## src/rtl/sysref_pkg.sv

```systemverilog
`default_nettype none
// ============================================================================
// Module      : sysref_pkg
// Description : Shared definitions for the SYSREF alignment monitor: the
//               monitor state encoding and the default SYSREF timing
//               constants. The capture-side timing constraints and the
//               software register map use the same defaults.
// Revision    : 1.0 - initial release
// ============================================================================
package sysref_pkg;

  // Monitor state, 2-bit encoding.
  typedef enum logic [1:0] {
    IDLE    = 2'd0,
    SEARCH  = 2'd1,
    MEASURE = 2'd2,
    LOCKED  = 2'd3
  } sysref_state_t;

  // Default SYSREF timing, in pl_clk cycles.
  localparam int c_default_exp_period = 64;
  localparam int c_default_tol        = 0;
  localparam int c_default_lock_count = 4;

endpackage
`default_nettype wire

```

## src/rtl/sysref_edge_period.sv

```systemverilog
`default_nettype none
// ============================================================================
// Module      : sysref_edge_period
// Description : Rising-edge detector and edge-to-edge period counter for the
//               captured SYSREF level. Produces the combinational rise,
//               match and timeout flags used by the monitor FSM and holds
//               the last measured period.
// Revision    : 1.0 - initial release
// ----------------------------------------------------------------------------
// Ports:
//   pl_clk        in   PL fabric clock
//   pl_resetn     in   asynchronous active-low reset
//   i_run         in   counter runs (monitor enabled and not IDLE)
//   i_meas_en     in   a rise updates o_period_meas (MEASURE / LOCKED)
//   i_sysref      in   captured SYSREF level, synchronous to pl_clk
//   o_rise        out  SYSREF rising edge this cycle
//   o_match       out  P = cnt+1 lies within EXP_PERIOD +/- TOL
//   o_timeout     out  cnt reached EXP_PERIOD+TOL without a rise
//   o_period_meas out  last measured period (CNT_W bits)
// ============================================================================
module sysref_edge_period #(
  parameter int CNT_W      = 16,
  parameter int EXP_PERIOD = 64,
  parameter int TOL        = 0
) (
  input  logic             pl_clk,
  input  logic             pl_resetn,
  input  logic             i_run,
  input  logic             i_meas_en,
  input  logic             i_sysref,
  output logic             o_rise,
  output logic             o_match,
  output logic             o_timeout,
  output logic [CNT_W-1:0] o_period_meas
);

  // Match window bounds; the lower bound clamps at zero for large TOL.
  localparam int               c_lo_int = (EXP_PERIOD > TOL) ? (EXP_PERIOD - TOL) : 0;
  localparam logic [CNT_W+1:0] c_lo     = (CNT_W+2)'(c_lo_int);
  localparam logic [CNT_W+1:0] c_hi     = (CNT_W+2)'(EXP_PERIOD + TOL);

  logic             r_sysref_d;
  logic [CNT_W-1:0] r_cnt;
  logic [CNT_W-1:0] r_period_meas;
  logic [CNT_W+1:0] w_period;
  logic [CNT_W-1:0] w_period_clip;

  assign o_rise = i_sysref & ~r_sysref_d;

  // P = cnt + 1 carried with two guard bits so neither the +1 nor the window
  // compare can wrap when cnt is saturated.
  assign w_period      = {2'b00, r_cnt} + (CNT_W+2)'(1);
  assign w_period_clip = (w_period[CNT_W+1:CNT_W] != 2'b00) ? '1 : w_period[CNT_W-1:0];

  assign o_match   = (w_period >= c_lo) && (w_period <= c_hi);
  assign o_timeout = ~o_rise && ({2'b00, r_cnt} >= c_hi);

  assign o_period_meas = r_period_meas;

  always_ff @(posedge pl_clk or negedge pl_resetn) begin
    if (!pl_resetn) begin
      r_sysref_d    <= 1'b0;
      r_cnt         <= '0;
      r_period_meas <= '0;
    end else begin
      r_sysref_d <= i_sysref;

      if (!i_run || o_rise) begin
        r_cnt <= '0;
      end else if (r_cnt != '1) begin
        r_cnt <= r_cnt + CNT_W'(1);
      end

      if (i_meas_en && o_rise) begin
        r_period_meas <= w_period_clip;
      end
    end
  end

endmodule
`default_nettype wire

```

## src/rtl/sysref_align_monitor.sv

```systemverilog
`default_nettype none
// ============================================================================
// Module      : sysref_align_monitor
// Description : SYSREF alignment monitor in the pl_clk domain. Measures the
//               SYSREF edge-to-edge period, declares lock after LOCK_COUNT
//               consecutive matching periods, then emits a one-cycle aligned
//               sync pulse and a wrapping LMFC-style phase count. Period
//               errors and edge loss are counted for software debug.
// Revision    : 1.0 - initial release
// ----------------------------------------------------------------------------
// Ports:
//   pl_clk       in   PL fabric clock (same as the SYSREF capture flop)
//   pl_resetn    in   asynchronous active-low reset
//   sysref_in    in   captured SYSREF level, synchronous to pl_clk
//   enable       in   monitor enable; low forces IDLE
//   err_clr      in   synchronous clear of err_cnt (wins over an error)
//   sysref_pulse out  one-cycle aligned SYSREF strobe while locked
//   locked       out  lock status
//   period_meas  out  last measured period (CNT_W bits)
//   lmfc_phase   out  phase count 0..EXP_PERIOD-1 (CNT_W bits)
//   err_cnt      out  saturating error count (ERR_W bits)
// ============================================================================
module sysref_align_monitor
  import sysref_pkg::*;
#(
  parameter int CNT_W      = 16,
  parameter int EXP_PERIOD = c_default_exp_period,
  parameter int TOL        = c_default_tol,
  parameter int LOCK_COUNT = c_default_lock_count,
  parameter int ERR_W      = 16
) (
  input  logic             pl_clk,
  input  logic             pl_resetn,
  input  logic             sysref_in,
  input  logic             enable,
  input  logic             err_clr,
  output logic             sysref_pulse,
  output logic             locked,
  output logic [CNT_W-1:0] period_meas,
  output logic [CNT_W-1:0] lmfc_phase,
  output logic [ERR_W-1:0] err_cnt
);

  localparam int               c_mc_w       = $clog2(LOCK_COUNT + 1);
  localparam logic [c_mc_w-1:0] c_lock_count = c_mc_w'(LOCK_COUNT);
  localparam logic [CNT_W-1:0]  c_phase_max  = CNT_W'(EXP_PERIOD - 1);

  sysref_state_t     r_state;
  logic [c_mc_w-1:0] r_match_cnt;
  logic              r_pulse;
  logic              r_locked;
  logic [CNT_W-1:0]  r_phase;
  logic [ERR_W-1:0]  r_err_cnt;

  logic              w_run;
  logic              w_meas_en;
  logic              w_rise;
  logic              w_match;
  logic              w_timeout;
  logic              w_err;
  logic [c_mc_w-1:0] w_match_next;

  // Counter runs in every state but IDLE; gating with enable keeps it at 0
  // from the first IDLE cycle onward.
  assign w_run     = enable && (r_state != IDLE);
  assign w_meas_en = enable && ((r_state == MEASURE) || (r_state == LOCKED));

  sysref_edge_period #(
    .CNT_W      (CNT_W),
    .EXP_PERIOD (EXP_PERIOD),
    .TOL        (TOL)
  ) u_edge_period (
    .pl_clk        (pl_clk),
    .pl_resetn     (pl_resetn),
    .i_run         (w_run),
    .i_meas_en     (w_meas_en),
    .i_sysref      (sysref_in),
    .o_rise        (w_rise),
    .o_match       (w_match),
    .o_timeout     (w_timeout),
    .o_period_meas (period_meas)
  );

  assign w_match_next = r_match_cnt + c_mc_w'(1);

  // An error is a mismatching period or a lost edge, only in the states
  // that are actually tracking the period.
  assign w_err = w_meas_en && ((w_rise && !w_match) || w_timeout);

  always_ff @(posedge pl_clk or negedge pl_resetn) begin
    if (!pl_resetn) begin
      r_state     <= IDLE;
      r_match_cnt <= '0;
      r_pulse     <= 1'b0;
      r_locked    <= 1'b0;
      r_phase     <= '0;
    end else begin
      r_pulse <= 1'b0;
      if (!enable) begin
        r_state     <= IDLE;
        r_match_cnt <= '0;
        r_locked    <= 1'b0;
        r_phase     <= '0;
      end else begin
        case (r_state)
          IDLE: begin
            r_state <= SEARCH;
          end

          SEARCH: begin
            if (w_rise) begin
              r_state <= MEASURE;
            end
          end

          MEASURE: begin
            if (w_rise) begin
              if (w_match) begin
                if (w_match_next == c_lock_count) begin
                  r_state     <= LOCKED;
                  r_locked    <= 1'b1;
                  r_pulse     <= 1'b1;
                  r_phase     <= '0;
                  r_match_cnt <= '0;
                end else begin
                  r_match_cnt <= w_match_next;
                end
              end else begin
                r_match_cnt <= '0;
              end
            end else if (w_timeout) begin
              r_match_cnt <= '0;
              r_state     <= SEARCH;
            end
          end

          LOCKED: begin
            r_phase <= (r_phase == c_phase_max) ? '0 : r_phase + CNT_W'(1);
            if (w_rise) begin
              if (w_match) begin
                r_pulse <= 1'b1;
                r_phase <= '0;
              end else begin
                r_locked    <= 1'b0;
                r_match_cnt <= '0;
                r_phase     <= '0;
                r_state     <= MEASURE;
              end
            end else if (w_timeout) begin
              r_locked    <= 1'b0;
              r_match_cnt <= '0;
              r_phase     <= '0;
              r_state     <= SEARCH;
            end
          end

          default: begin
            r_state <= IDLE;
          end
        endcase
      end
    end
  end

  // Saturating error counter; a clear in the same cycle as an error wins.
  always_ff @(posedge pl_clk or negedge pl_resetn) begin
    if (!pl_resetn) begin
      r_err_cnt <= '0;
    end else if (err_clr) begin
      r_err_cnt <= '0;
    end else if (w_err && (r_err_cnt != '1)) begin
      r_err_cnt <= r_err_cnt + ERR_W'(1);
    end
  end

  assign sysref_pulse = r_pulse;
  assign locked       = r_locked;
  assign lmfc_phase   = r_phase;
  assign err_cnt      = r_err_cnt;

endmodule
`default_nettype wire

```

## config.mk

```make
export PLATFORM = sky130hd
export DESIGN_NAME = sysref_align_monitor
export DESIGN_NICKNAME = d
export VERILOG_FILES = /design/src/rtl/sysref_pkg.sv /design/src/rtl/sysref_edge_period.sv /design/src/rtl/sysref_align_monitor.sv
export SDC_FILE = /design/constraint.sdc
export NUM_CORES = 1
export LEC_CHECK = 0
export CORE_ASPECT_RATIO = 1.1
export CORE_MARGIN = 4
export CORE_UTILIZATION = 57
export CTS_BUF_LIST = sky130_fd_sc_hd__clkbuf_8
export CTS_CLUSTER_SIZE = 14
export DETAILED_ROUTE_END_ITERATION = 12
export PLACE_DENSITY_LB_ADDON = 0.12
export SLEW_MARGIN = 20
export SYNTH_ARGS = -nofsm -noshare
export SYNTH_HDL_FRONTEND = slang
export SYNTH_HIERARCHICAL = 1
export SYNTH_SLANG_ARGS = --single-unit
```

## constraint.sdc

```tcl
create_clock -name pl_clk -period 3.7 [get_ports pl_clk]
set_input_delay 0.74 -clock pl_clk [delete_from_list [all_inputs] [get_ports pl_clk]]
set_output_delay 0.74 -clock pl_clk [all_outputs]
set_load 0.01 [all_outputs]
```

* After elaboration in Yosys (flattened, before gate mapping)
Cells that the tools add are included.
Cells by class: add/sub/neg operators 5, $lt $le $gt $ge 3, eq/ne operators 16, mux-type cells 45, bitwise logic cells 3, reduce and logical (&&, ||, !) cells 22
Operator list (count):
- two-way mux 16 bit | 12
- adder 16 x 1 -> 16 bit, second input constant | 3
- inequality test 16 bit, second input constant | 2
- case mux 16 bit (2 select lines) | 1
- two-way mux 3 bit | 7
- >= comparator 18 x 7 -> 1 bit, second input constant | 1
- less-or-equal comparator 18 x 7 -> 1 bit, second input constant | 1
- adder 16 x 1 -> 17 bit, second input constant | 1
- equality test 16 x 6 -> 1 bit, second input constant | 1
- >= comparator 16 x 7 -> 1 bit, second input constant | 1
- two-way mux 2 bit | 8
- two-way mux 1 bit | 13
- inequality test 4 bit, second input constant | 3
- inequality test 3 x 2 -> 1 bit, second input constant | 3
- logical AND 1 bit | 8
- case mux 2 bit (4 select lines) | 1
- AND reduction 4 bit | 2
- nonzero test 2 bit | 4
- case mux 3 bit (2 select lines) | 1
- AND reduction 6 bit | 1
- equality test 2 bit, second input constant | 2
- inequality test 4 x 3 -> 1 bit, second input constant | 1
- case mux 1 bit (2 select lines) | 2
- adder 3 x 1 -> 3 bit, second input constant | 1
- 10 further kinds | 14
Word-level totals: bits in registers 72, input port bits 5, output and inout port bits 50, word-level logic and storage cells 103

* Depth between registers and ports, before layout
Gate-level depths: netlist of run 1.
word-level depth 10, gate-level depth with buffers 12, depth with buffers taken out 10

* By module
The synthesis of run 1 kept the hierarchy.
By module, submodules not included:
- sysref_align_monitor | times used 1, cells each 260, area an instance 2406.1 um^2, seq. area each 975.9 um^2
- sysref_edge_period | times used 1, cells each 178, area an instance 1689.1 um^2, seq. area each 825.8 um^2

* Worst setup path before layout of run 1
Ideal clock, no wire load.
path kind reg-to-reg, start point register u_edge_period.r_cnt[3], end point register r_err_cnt[4] (netlist: err_cnt[4]), setup time 125 ps, arrival time 2979 ps, data required time 3575 ps, setup slack 596 ps, cell stages (with the launch flop) 11, buffers on the path 1, clock period less this slack 3104 ps, cell sequence dfrtp_1 clkbuf_2 nand4_4 nor4_1 mux2i_1 a21oi_1 nor4_1 nor2b_1 o2111ai_1 a211oi_1 mux2_2
On the way: longest elaborated chain between the ends 9, elaborated cells on any way between the ends 12, classes of those cells 1 x add/sub; 3 x order compare; 8 x reduce/logical
Ends and longest elaborated chain:
- from (decl) | line sysref_edge_period.sv:43 | logic [CNT_W-1:0] r_cnt;
- from (signal assigned) | line sysref_edge_period.sv:71 | r_cnt <= r_cnt + CNT_W'(1);
- adder 16 x 1 -> 17 bit * | line sysref_edge_period.sv:52 | assign w_period = {2'b00, r_cnt} + (CNT_W+2)'(1);
- >= comparator 18 x 7 -> 1 bit or less-or-equal comparator 18 x 7 -> 1 bit (tied branches) | line sysref_edge_period.sv:55 | assign o_match = (w_period >= c_lo) && (w_period <= c_hi);
- logical AND 1 bit * | line sysref_edge_period.sv:55
- net w_match | line sysref_align_monitor.sv:58 | logic w_match;
- logical NOT 1 bit * | line sysref_align_monitor.sv:88 | assign w_err = w_meas_en && ((w_rise && !w_match) || w_timeout);
- logical AND 1 bit * | line sysref_align_monitor.sv:88
- logical OR 1 bit * | line sysref_align_monitor.sv:88
- logical AND 1 bit * | line sysref_align_monitor.sv:88
- logical AND 1 bit * | line sysref_align_monitor.sv:171 | end else if (w_err && (r_err_cnt != '1)) begin
- nonzero test 2 bit (no line) *
- to (signal assigned) | line sysref_align_monitor.sv:172 | r_err_cnt <= r_err_cnt + ERR_W'(1);
- to (decl) | line sysref_align_monitor.sv:53 | logic [ERR_W-1:0] r_err_cnt;
Mark *: on every way through the listed nets, which the timed path passes. The rest lies on a longest branch. A chain may end at the register's enable or synchronous reset.

* Worst setup path in the final report of run 1
start point register u_edge_period.r_cnt[3], end point register r_err_cnt[5] (netlist: err_cnt[5])
The elaborated chain is that of the path after synthesis.

==> results of run 1 <==
==> sequential cells by signal (all words and copies together), names as in the netlist <==
| signal | flops |
|---|---|
| err_cnt | 16 |
| lmfc_phase | 16 |
| locked | 1 |
| r_match_cnt | 3 |
| r_state | 2 |
| sysref_pulse | 1 |
| u_edge_period/o_period_meas | 16 |
| u_edge_period/r_cnt | 16 |
| u_edge_period/r_sysref_d | 1 |
==> stage by stage <==
step                setup slack, ps  area, µm²
floorplan                       596       4100
global placement                592       4620
detailed placement              443       4620
CTS                             437       4840
global route                    112       4840
finish                          356       4840
==> power by group through the flow <==
| stage | Clock, mW | Sequential (mW) | Combinational, mW |
|---|---|---|---|
| 6_report | 0.687 | 0.808 | 0.0863 |
| 3_5_place_dp | 0 | 0.823 | 0.0878 |
| 5_1_grt | 0.734 | 0.810 | 0.0970 |
| 4_1_cts | 0.702 | 0.808 | 0.0886 |
| 3_3_place_gp | 0 | 0.823 | 0.0865 |
| 2_1_floorplan | 0 | 0.823 | 0.0409 |
==> Yosys cell counts, types with 4 or more instances <==
library cell  number  area [µm²]
inv_1             11        41.3
nand2_1           39         146
buf_2              4        20.0
o21a_1             5        37.5
nor2_1            47         176
or4_1              6        45.0
dfrtp_1           72        1800
o21ai_0           18        90.1
o31ai_1            4        30.0
nand2b_1           6        37.5
xor2_1             5        43.8
nor2b_1           13        81.3
nor3_1            13        65.1
mux2i_1            5        50.1
and3_1             8        50.1
ha_1               6        75.1
nand4_1            9        56.3
a211oi_1           6        45.0
a31oi_1            5        31.3
nand3_1           16        80.1
buf_6              5        56.3
a21oi_1           14        70.1
nor4_1            23         144
o21ai_1            7        35.0
clkbuf_1          13        48.8
mux2_2            13         146
xnor2_1            5        43.8
==> critical path, cell delays in order (launching register included) <==
cell	delay (ps)
dfrtp_1	500
nand4_4	190
nor4_1	740
mux2i_1	260
a21oi_1	90
nor4_1	250
buf_4	210
nor2b_1	60
o211ai_1	520
a211oi_1	110
mux2_2	300
==> worst max path at each step <==
stage | endpoint | cells after the start
2_1_floorplan | err_cnt[4] | 10
3_3_place_gp | err_cnt[15] | 10
3_5_place_dp | err_cnt[11] | 11
4_1_cts | err_cnt[5] | 11
5_1_grt | err_cnt[5] | 11
6_report | err_cnt[5] | 10
==> cell type report <==
| cell class | instances | area, µm² | share of cell area, % |
|---|---|---|---|
| clock buffers | 10 | 138 | 2.85 |
| clock inverters | 6 | 83.8 | 1.73 |
| inverters | 11 | 41.3 | 0.854 |
| multi-input cells | 328 | 2070 | 42.8 |
| flip-flops and latches | 72 | 1800 | 37.2 |
| well taps | 85 | 106 | 2.20 |
| repair buffers | 62 | 596 | 12.3 |
==> cells by family after synthesis <==
| logic type | synth area share (%) |
|---|---|
| mux | 4.80 |
| compound gates | 14.4 |
| fa+ha+maj | 1.83 |
| buf+inv | 5.44 |
| simple gates | 27.4 |
| flops | 44.0 |
| xor+xnor | 2.14 |
==> metal layers <==
| layer | part of all wire, % | up-vias | track usage, % | wire length [µm] |
|---|---|---|---|---|
| met1 | 44 | 1639 | 29.0 | 4040 |
| li1 | - | 1704 | - | - |
| met4 | 1.8 | 0 | 6.98 | 168 |
| met2 | 49 | 106 | 35.6 | 4470 |
| met3 | 4.5 | 17 | 4.68 | 411 |
| met5 | 0 | - | 0 | 0 |
==> results.json, run 1 <==
{
  "p_per_area_mw_per_mm2": 327,
  "synth_area_mm2": 0.00410,
  "critPathMaxFanout": 8,
  "vias": 3466,
  "p_int_mw": 1.23,
  "syn-num-nets": 449,
  "finalNetCount": 495,
  "floorplan.initialDensity_pct": 58.4,
  "synth-edff-count": 0,
  "cts_sinks": 72,
  "wl_per_cell_um": 15.8,
  "grt_pass1_wl_mm": 15.3,
  "arrival_ps": 3570,
  "cp-start-kind": "flip-flop",
  "fin_util_pct": 69.0,
  "ys_ff_latch": 72,
  "max_slew.worst_pin.slew_ps": 1020,
  "antenna_cells": 0,
  "grt_overflow": 0,
  "path_class": "flip-flop to flip-flop",
  "fp.dieH_um": 96.9,
  "dp_hpwl_mm": 6.45,
  "worst_clock_skew_ps": 14.9,
  "relSlewSlack_pct": 31.6,
  "gp_congestion": 0.955,
  "grt_pass1_vias": 3252,
  "rsz0062_at_grt": "false",
  "hp-class": "input port to asynchronous set/reset pin",
  "power_leakage_nw": 2.00,
  "cts_root_buffer": "clkbuf_8",
  "irDropWorstVdd_uv": 273,
  "hold_viol_final": 0,
  "instances_no_fill": 574,
  "seq_area_frac_synth_pct": 44.0,
  "worst_r2r_endpoint": "err_cnt[5]",
  "power_frac_seq_pct": 51.1,
  "grt_max_degree": 46,
  "drive_above_1_share_pct": 10.2,
  "final_common_cell": "dfrtp_1",
  "yosys_most_used_dff": "dfrtp_1",
  "power_mw": 1.58,
  "synth.avg_cell_area_um2": 9.35,
  "core_area_mm2": 0.00701,
  "finalSetupTns_ps": 0,
  "io_pins": 55,
  "htree_levels": 3,
  "cts_buffer_depth": 2,
  "status": "finished clean",
  "io_buffers": 54,
  "final_antenna_net_count": 0,
  "postCtsHoldBufs": 0,
  "r2r_cells": 10,
  "rows": 32,
  "fmax_mhz": 299,
  "clkLatencyLatePin_ps": 350,
  "p_sw_uw": 356,
  "drc": 0,
  "track_usage_pct": 22.0,
  "drt_first_iter_violations": 220,
  "clkSlewWorstSetupHoldPaths_ps": 80,
  "cts_tree": "built",
  "r2r-start": "u_edge_period/r_cnt[3]",
  "synthArstFlopShare_pct": 100,
  "numCtsBuffers": 9,
  "period_needed_ps": 3340,
  "ys_types": 66,
  "sw_frac_of_total_pct": 22.5,
  "setup_viol": 0,
  "yosys_warnings": 6,
  "worst_hold_slack_ps": 395,
  "die-area_mm2": 0.00861,
  "area_growth_pct": 18.1,
  "cts_resized": 0,
  "vias_per_cell": 6.04,
  "final_cell_mix": "dfrtp_1, clkdlybuf4s50_1, nor2_1, nand2_1, nor4_1",
  "maxCapViolCount": 0,
  "n_fill_cell": 555,
  "netlist_instances": 438,
  "antenna_found_initial": 0,
  "p_clk_share_pct": 43.5,
  "dp_cells": 558,
  "cts_post_setup_buffers_inserted": 0,
  "rrSetupSlack_ps": 360,
  "post-route-period-util_pct": 90.4,
  "die_w_um": 88.8,
  "finalWirelength_mm": 9.09,
  "crit_path_start": "u_edge_period/r_cnt[3]",
  "maxSlewViolCount": 0,
  "required_ps": 3920,
  "drtPass1Iterations": 4,
  "combPwrFrac_pct": 5.5,
  "cp-end-kind": "flip-flop"
}
Power figures use the tool's default switching activity.
==> run 2: changes to the inputs <==
--- a/config.mk
+++ b/config.mk
@@ -5,6 +5,7 @@
 export SDC_FILE = /design/constraint.sdc
 export NUM_CORES = 1
 export LEC_CHECK = 0
+export CAP_MARGIN = 5
 export CORE_ASPECT_RATIO = 1.1
 export CORE_MARGIN = 4
 export CORE_UTILIZATION = 57
@@ -12,7 +13,7 @@
 export CTS_CLUSTER_SIZE = 14
 export DETAILED_ROUTE_END_ITERATION = 12
 export PLACE_DENSITY_LB_ADDON = 0.12
-export SLEW_MARGIN = 20
+export SLEW_MARGIN = 5
 export SYNTH_ARGS = -nofsm -noshare
 export SYNTH_HDL_FRONTEND = slang
 export SYNTH_HIERARCHICAL = 1
==> constraint.sdc (replaced) <==
create_clock -name pl_clk -period 3.7 [get_ports pl_clk]
set_input_delay 0.925 -clock pl_clk [delete_from_list [all_inputs] [get_ports pl_clk]]
set_output_delay 0.925 -clock pl_clk [all_outputs]
set_load 0.01 [all_outputs]
==> run 2 against run 1 <==
Die area unchanged. Combinational power is 2% higher. Critical endpoint is now err_cnt[4]. Non-clock buffer count up 3. Routed wire length grew 1.1%. Cell area is 0.75% higher. Clock-buffer cell count down 1. Worst hold slack improved by 97 ps. Critical path depth did not move. Register-to-register slack improved by 40 ps. Maximum frequency up 1.3%. Critical path type unchanged.
==> results.json, run 2 (same netlist as run 1, synthesis figures left out) <==
{
  "final_common_cell": "dfrtp_1",
  "power_leakage_nw": 2.02,
  "path_class": "flip-flop to flip-flop",
  "core_area_mm2": 0.00701,
  "cts_resized": 0,
  "fp.dieH_um": 96.9,
  "antenna_cells": 0,
  "period_needed_ps": 3300,
  "grt_pass1_vias": 3402,
  "cts_tree": "built",
  "relSlewSlack_pct": 29.9,
  "crit_chain": "ha_1 -> nand3_1 -> nor3_1 -> mux2i_1 -> o2111ai_1 -> nor4_1 -> nor2b_1 -> o2111ai_1 -> a211oi_1 -> mux2_2",
  "dp_cells": 561,
  "arrival_ps": 3540,
  "finalNetCount": 498,
  "dp_hpwl_mm": 6.46,
  "cp_slowest_cell": "o2111ai_1",
  "io_buffers": 54,
  "fmax_mhz": 303,
  "n_fill_cell": 573,
  "cts_root_buffer": "clkbuf_8",
  "die-area_mm2": 0.00861,
  "setup_viol": 0,
  "wl_per_cell_um": 15.9,
  "drive_above_1_share_pct": 10.8,
  "worst_slack_ps": 398,
  "instances_no_fill": 577,
  "cts_sinks": 72,
  "combPwrFrac_pct": 5.4,
  "finalWirelength_mm": 9.20,
  "cp-start-kind": "flip-flop",
  "io_pins": 55,
  "cts_buffer_depth": 2,
  "final_cell_mix": "dfrtp_1, clkdlybuf4s50_1, nor2_1, nand2_1, nor4_1",
  "p_clk_share_pct": 45.1,
  "status": "finished clean",
  "final_antenna_net_count": 0,
  "max_slew.worst_pin.slew_ps": 1040,
  "required_ps": 3940,
  "postCtsHoldBufs": 0,
  "drtPass1Iterations": 4,
  "finalSetupTns_ps": 0,
  "worst_path_largest_cell_delay_ps": 640,
  "floorplan.initialDensity_pct": 58.4,
  "drc": 0,
  "maxCapViolCount": 0,
  "p_int_mw": 1.27,
  "p_per_area_mw_per_mm2": 335,
  "track_usage_pct": 22.8,
  "gp_congestion": 0.921,
  "htree_levels": 3,
  "worst_clock_skew_ps": 10.7,
  "cts_post_setup_buffers_inserted": 0,
  "fin_util_pct": 69.6,
  "rsz0062_at_grt": "false",
  "sw_frac_of_total_pct": 21.9,
  "numCtsBuffers": 9,
  "drt_first_iter_violations": 192,
  "hp-class": "flip-flop to flip-flop",
  "grt_pass1_wl_mm": 15.7,
  "vias": 3510,
  "area_growth_pct": 19.0,
  "crit_family": "simple AND/OR/NAND/NOR gates",
  "critPathBufInv": 0,
  "cp_common_cell": "o2111ai_1",
  "vias_per_cell": 6.08,
  "power_frac_seq_pct": 49.6,
  "grt_overflow": 0,
  "clkSlewWorstSetupHoldPaths_ps": 70,
  "maxSlewViolCount": 0,
  "irDropWorstVdd_uv": 326,
  "rows": 32,
  "hold_viol_final": 0,
  "die_w_um": 88.8,
  "antenna_found_initial": 0,
  "grt_max_degree": 32,
  "place_ws_ps": 438,
  "p_sw_uw": 357,
  "clkLatencyLatePin_ps": 350,
  "cp-end-kind": "flip-flop",
  "critPathMaxFanout": 10,
  "post-route-period-util_pct": 89.2
}
-- run 2: cell count changes in the layout (fill, tap and decap cells not counted) --
cell | previous run | this run
buf_4 | 8 | 11
bufinv_16 | 2 | 3
clkbuf_8 | 10 | 9
clkinv_2 | 1 | 2
clkinvlp_4 | 2 | 1
-- run 2: final timing paths --
kind / start / end / slack, ps / cells past startpoint
setup / recovery: u_edge_period/r_cnt[0] / err_cnt[4] / 400 / 10
hold / removal: u_edge_period/o_period_meas[11] / u_edge_period/o_period_meas[11] / 490 / 2
setup reg to reg: u_edge_period/r_cnt[0] / err_cnt[4] / 400 / 10
hold reg to reg: u_edge_period/o_period_meas[11] / u_edge_period/o_period_meas[11] / 490 / 2
max in group asynchronous: pl_resetn / u_edge_period/r_cnt[13] / 2310 / 2
min in group asynchronous: pl_resetn / err_cnt[9] / 610 / 1
-- run 2: worst register-to-register path, stage by stage (launching register included) --
cell and delay, ps:
dfrtp_1 400, ha_1 250, nand3_1 180, nor3_1 270
mux2i_1 310, o2111ai_1 150, nor4_1 440, nor2b_1 130
o2111ai_1 640, a211oi_1 120, mux2_2 300
-- run 2: layout make-up --
class	count	area, µm²	share of cell area, %
clock buffer	9	124	2.54
tap	85	106	2.18
inverter	11	41.3	0.847
multi-input combinational	328	2070	42.5
timing repair buffer	65	618	12.7
clock inverter	7	111	2.28
sequential	72	1800	37.0
-- run 2: metal layers --
metal	up-vias	wire [µm]	track usage (%)
li1	1704	-	-
met5	-	0	0
met2	96	4620	36.1
met4	0	185	7.44
met3	21	454	6.64
met1	1689	3940	29.6
-- run 2: power groups by stage --
| stage | registers [mW] | clock network (mW) | logic (mW) |
|---|---|---|---|
| 2_1_floorplan | 0.823 | 0 | 0.0409 |
| 3_3_place_gp | 0.823 | 0 | 0.0881 |
| 3_5_place_dp | 0.824 | 0 | 0.0896 |
| 4_1_cts | 0.808 | 0.748 | 0.0900 |
| 5_1_grt | 0.811 | 0.780 | 0.0986 |
| 6_report | 0.809 | 0.735 | 0.0879 |
-- run 2: stage by stage --
stage / total power [mW] / cell area, µm² / hold WS, ps
floorplan: 0.864 / 4100 / 470
global placement: 0.911 / 4640 / 467
detailed placement: 0.913 / 4640 / 479
CTS: 1.65 / 4870 / 496
global route: 1.69 / 4870 / 531
finish: 1.63 / 4870 / 491
==> run 3: changes to the inputs <==
--- a/config.mk
+++ b/config.mk
@@ -12,6 +12,7 @@
 export CTS_BUF_LIST = sky130_fd_sc_hd__clkbuf_8
 export CTS_CLUSTER_SIZE = 14
 export DETAILED_ROUTE_END_ITERATION = 12
+export GPL_TIMING_DRIVEN = 0
 export PLACE_DENSITY_LB_ADDON = 0.12
 export SLEW_MARGIN = 5
 export SYNTH_ARGS = -nofsm -noshare
==> constraint.sdc (replaced) <==
create_clock -name pl_clk -period 3.22 [get_ports pl_clk]
set_input_delay 0.805 -clock pl_clk [delete_from_list [all_inputs] [get_ports pl_clk]]
set_output_delay 0.805 -clock pl_clk [all_outputs]
set_load 0.01 [all_outputs]
==> run 3 against run 2 <==
Sequential power up 14%. Non-clock buffer count up 19. Combinational power up 25%. Die area unchanged. Worst hold slack worse by 110 ps. Worst setup slack worse by 220 ps. Global-route usage up 1.5 points. Cell area up 4.5%. Critical path type is now input port to flip-flop.
==> results.json, run 3 (same netlist as run 1, synthesis figures left out) <==
{
  "period_needed_ps": 3040,
  "crit_family": "compound AO/OA/AOI/OAI gates",
  "fp.dieH_um": 96.9,
  "maxSlewViolCount": 0,
  "maxCapViolCount": 0,
  "gp_congestion": 0.891,
  "irDropWorstVdd_uv": 305,
  "io_buffers": 53,
  "n_fill_cell": 520,
  "track_usage_pct": 24.3,
  "rows": 32,
  "arrival_ps": 3280,
  "fin_util_pct": 72.7,
  "vias": 3672,
  "finalNetCount": 517,
  "cts_tree": "built",
  "grt_pass1_wl_mm": 16.8,
  "clkSlewWorstSetupHoldPaths_ps": 80,
  "fmax_mhz": 329,
  "worst_hold_slack_ps": 386,
  "max_slew.worst_pin.slew_ps": 886,
  "required_ps": 3460,
  "grt_overflow": 0,
  "grt_max_degree": 45,
  "hold_viol_final": 0,
  "numCtsBuffers": 9,
  "relSlewSlack_pct": 40.5,
  "power_leakage_nw": 2.11,
  "final_common_cell": "dfrtp_1",
  "finalWirelength_mm": 9.87,
  "place_ws_ps": -760,
  "htree_levels": 3,
  "worst_clock_skew_ps": 8.29,
  "cp-end-kind": "flip-flop",
  "setup_viol": 0,
  "core_area_mm2": 0.00701,
  "antenna_found_initial": 0,
  "cp_slowest_cell": "a31oi_1",
  "hp-class": "input port to asynchronous set/reset pin",
  "dp_hpwl_mm": 6.79,
  "finalSetupTns_ps": 0,
  "cts_root_buffer": "clkbuf_8",
  "drive_above_1_share_pct": 12.9,
  "crit_chain": "clkdlybuf4s50_1 -> nor2b_1 -> a31oi_1 -> nor2_1 -> nand3_1 -> clkbuf_1 -> o21ai_0 -> a21o_1",
  "die-area_mm2": 0.00861,
  "critPathBufInv": 2,
  "postCtsHoldBufs": 0,
  "power_mw": 1.94,
  "post-route-period-util_pct": 94.4,
  "clkLatencyLatePin_ps": 340,
  "wl_per_cell_um": 16.6,
  "cts_buffer_depth": 2,
  "worst_slack_ps": 181,
  "final_cell_mix": "dfrtp_1, clkdlybuf4s50_1, nor2_1, nand2_1, nor4_1",
  "p_per_area_mw_per_mm2": 380,
  "drtPass1Iterations": 5,
  "path_class": "input port to flip-flop",
  "status": "finished clean",
  "drt_first_iter_violations": 202,
  "floorplan.initialDensity_pct": 58.4,
  "area_growth_pct": 24.4,
  "critPathMaxFanout": 10,
  "placed_cell_area_mm2": 0.00476,
  "grt_pass1_vias": 3536,
  "instances_no_fill": 596,
  "dp_cells": 577,
  "io_pins": 55,
  "design_area_mm2": 0.00509,
  "worst_path_largest_cell_delay_ps": 600,
  "final_antenna_net_count": 0,
  "vias_per_cell": 6.16,
  "drc": 0,
  "cp-start-kind": "input port",
  "antenna_cells": 0,
  "die_w_um": 88.8,
  "cts_sinks": 72
}
-- run 3: cell types whose count changed in the layout (fill, tap and decap cells not counted), sizes merged --
cell           previous run  this run
clkbuf                    9        25
inv                      12        11
clkinv                    2         1
clkdlybuf4s50            53        52
bufbuf                    0         1
buf                      12        17
-- run 3: cell type report --
| class | count | area [µm²] | area share [%] |
|---|---|---|---|
| Multi-Input combinational cell | 328 | 2130 | 41.7 |
| Timing Repair Buffer | 57 | 578 | 11.4 |
| Sequential cell | 72 | 1800 | 35.4 |
| Buffer | 27 | 185 | 3.64 |
| Clock inverter | 5 | 103 | 2.01 |
| Inverter | 11 | 41.3 | 0.811 |
| Tap cell | 85 | 106 | 2.09 |
| Clock buffer | 11 | 151 | 2.97 |
-- run 3: where the power goes --
group | total (mW) | internal (mW) | leakage, nW | switching, mW
Clock | 0.899 | 0.556 | 0.126 | 0.343
Sequential | 0.926 | 0.916 | 0.996 | 0.0105
Combinational | 0.110 | 0.0427 | 0.989 | 0.0678
Total | 1.94 | 1.51 | 2.11 | 0.421
-- run 3: timing repair --
action,in CTS,in global routing
setup endpoints to repair,36,21
pin swaps,2,1
hold endpoints to repair,0,0
gates resized for setup,6,5
cloned,0,0
buffers inserted,2,1
-- run 3: final timing paths --
check | from | end | slack [ps] | depth (start not counted)
max | sysref_in | lmfc_phase[8] | 180 | 8
min | pl_resetn | err_cnt[11] | 390 | 1
max reg2reg | u_edge_period/r_cnt[8] | err_cnt[11] | 190 | 11
min reg2reg | u_edge_period/o_period_meas[10] | u_edge_period/o_period_meas[10] | 490 | 2
max in group asynchronous | pl_resetn | u_edge_period/r_cnt[2] | 2290 | 2
min in group pl_clk | u_edge_period/o_period_meas[10] | u_edge_period/o_period_meas[10] | 490 | 2
-- run 3: metal layers --
layer	vias to the layer above	global-route usage (%)	part of all wire [%]
met5	-	0	0
met4	0	6.74	1.3
met3	10	4.34	5.2
met2	128	38.6	50
met1	1786	33.7	44
li1	1748	-	-
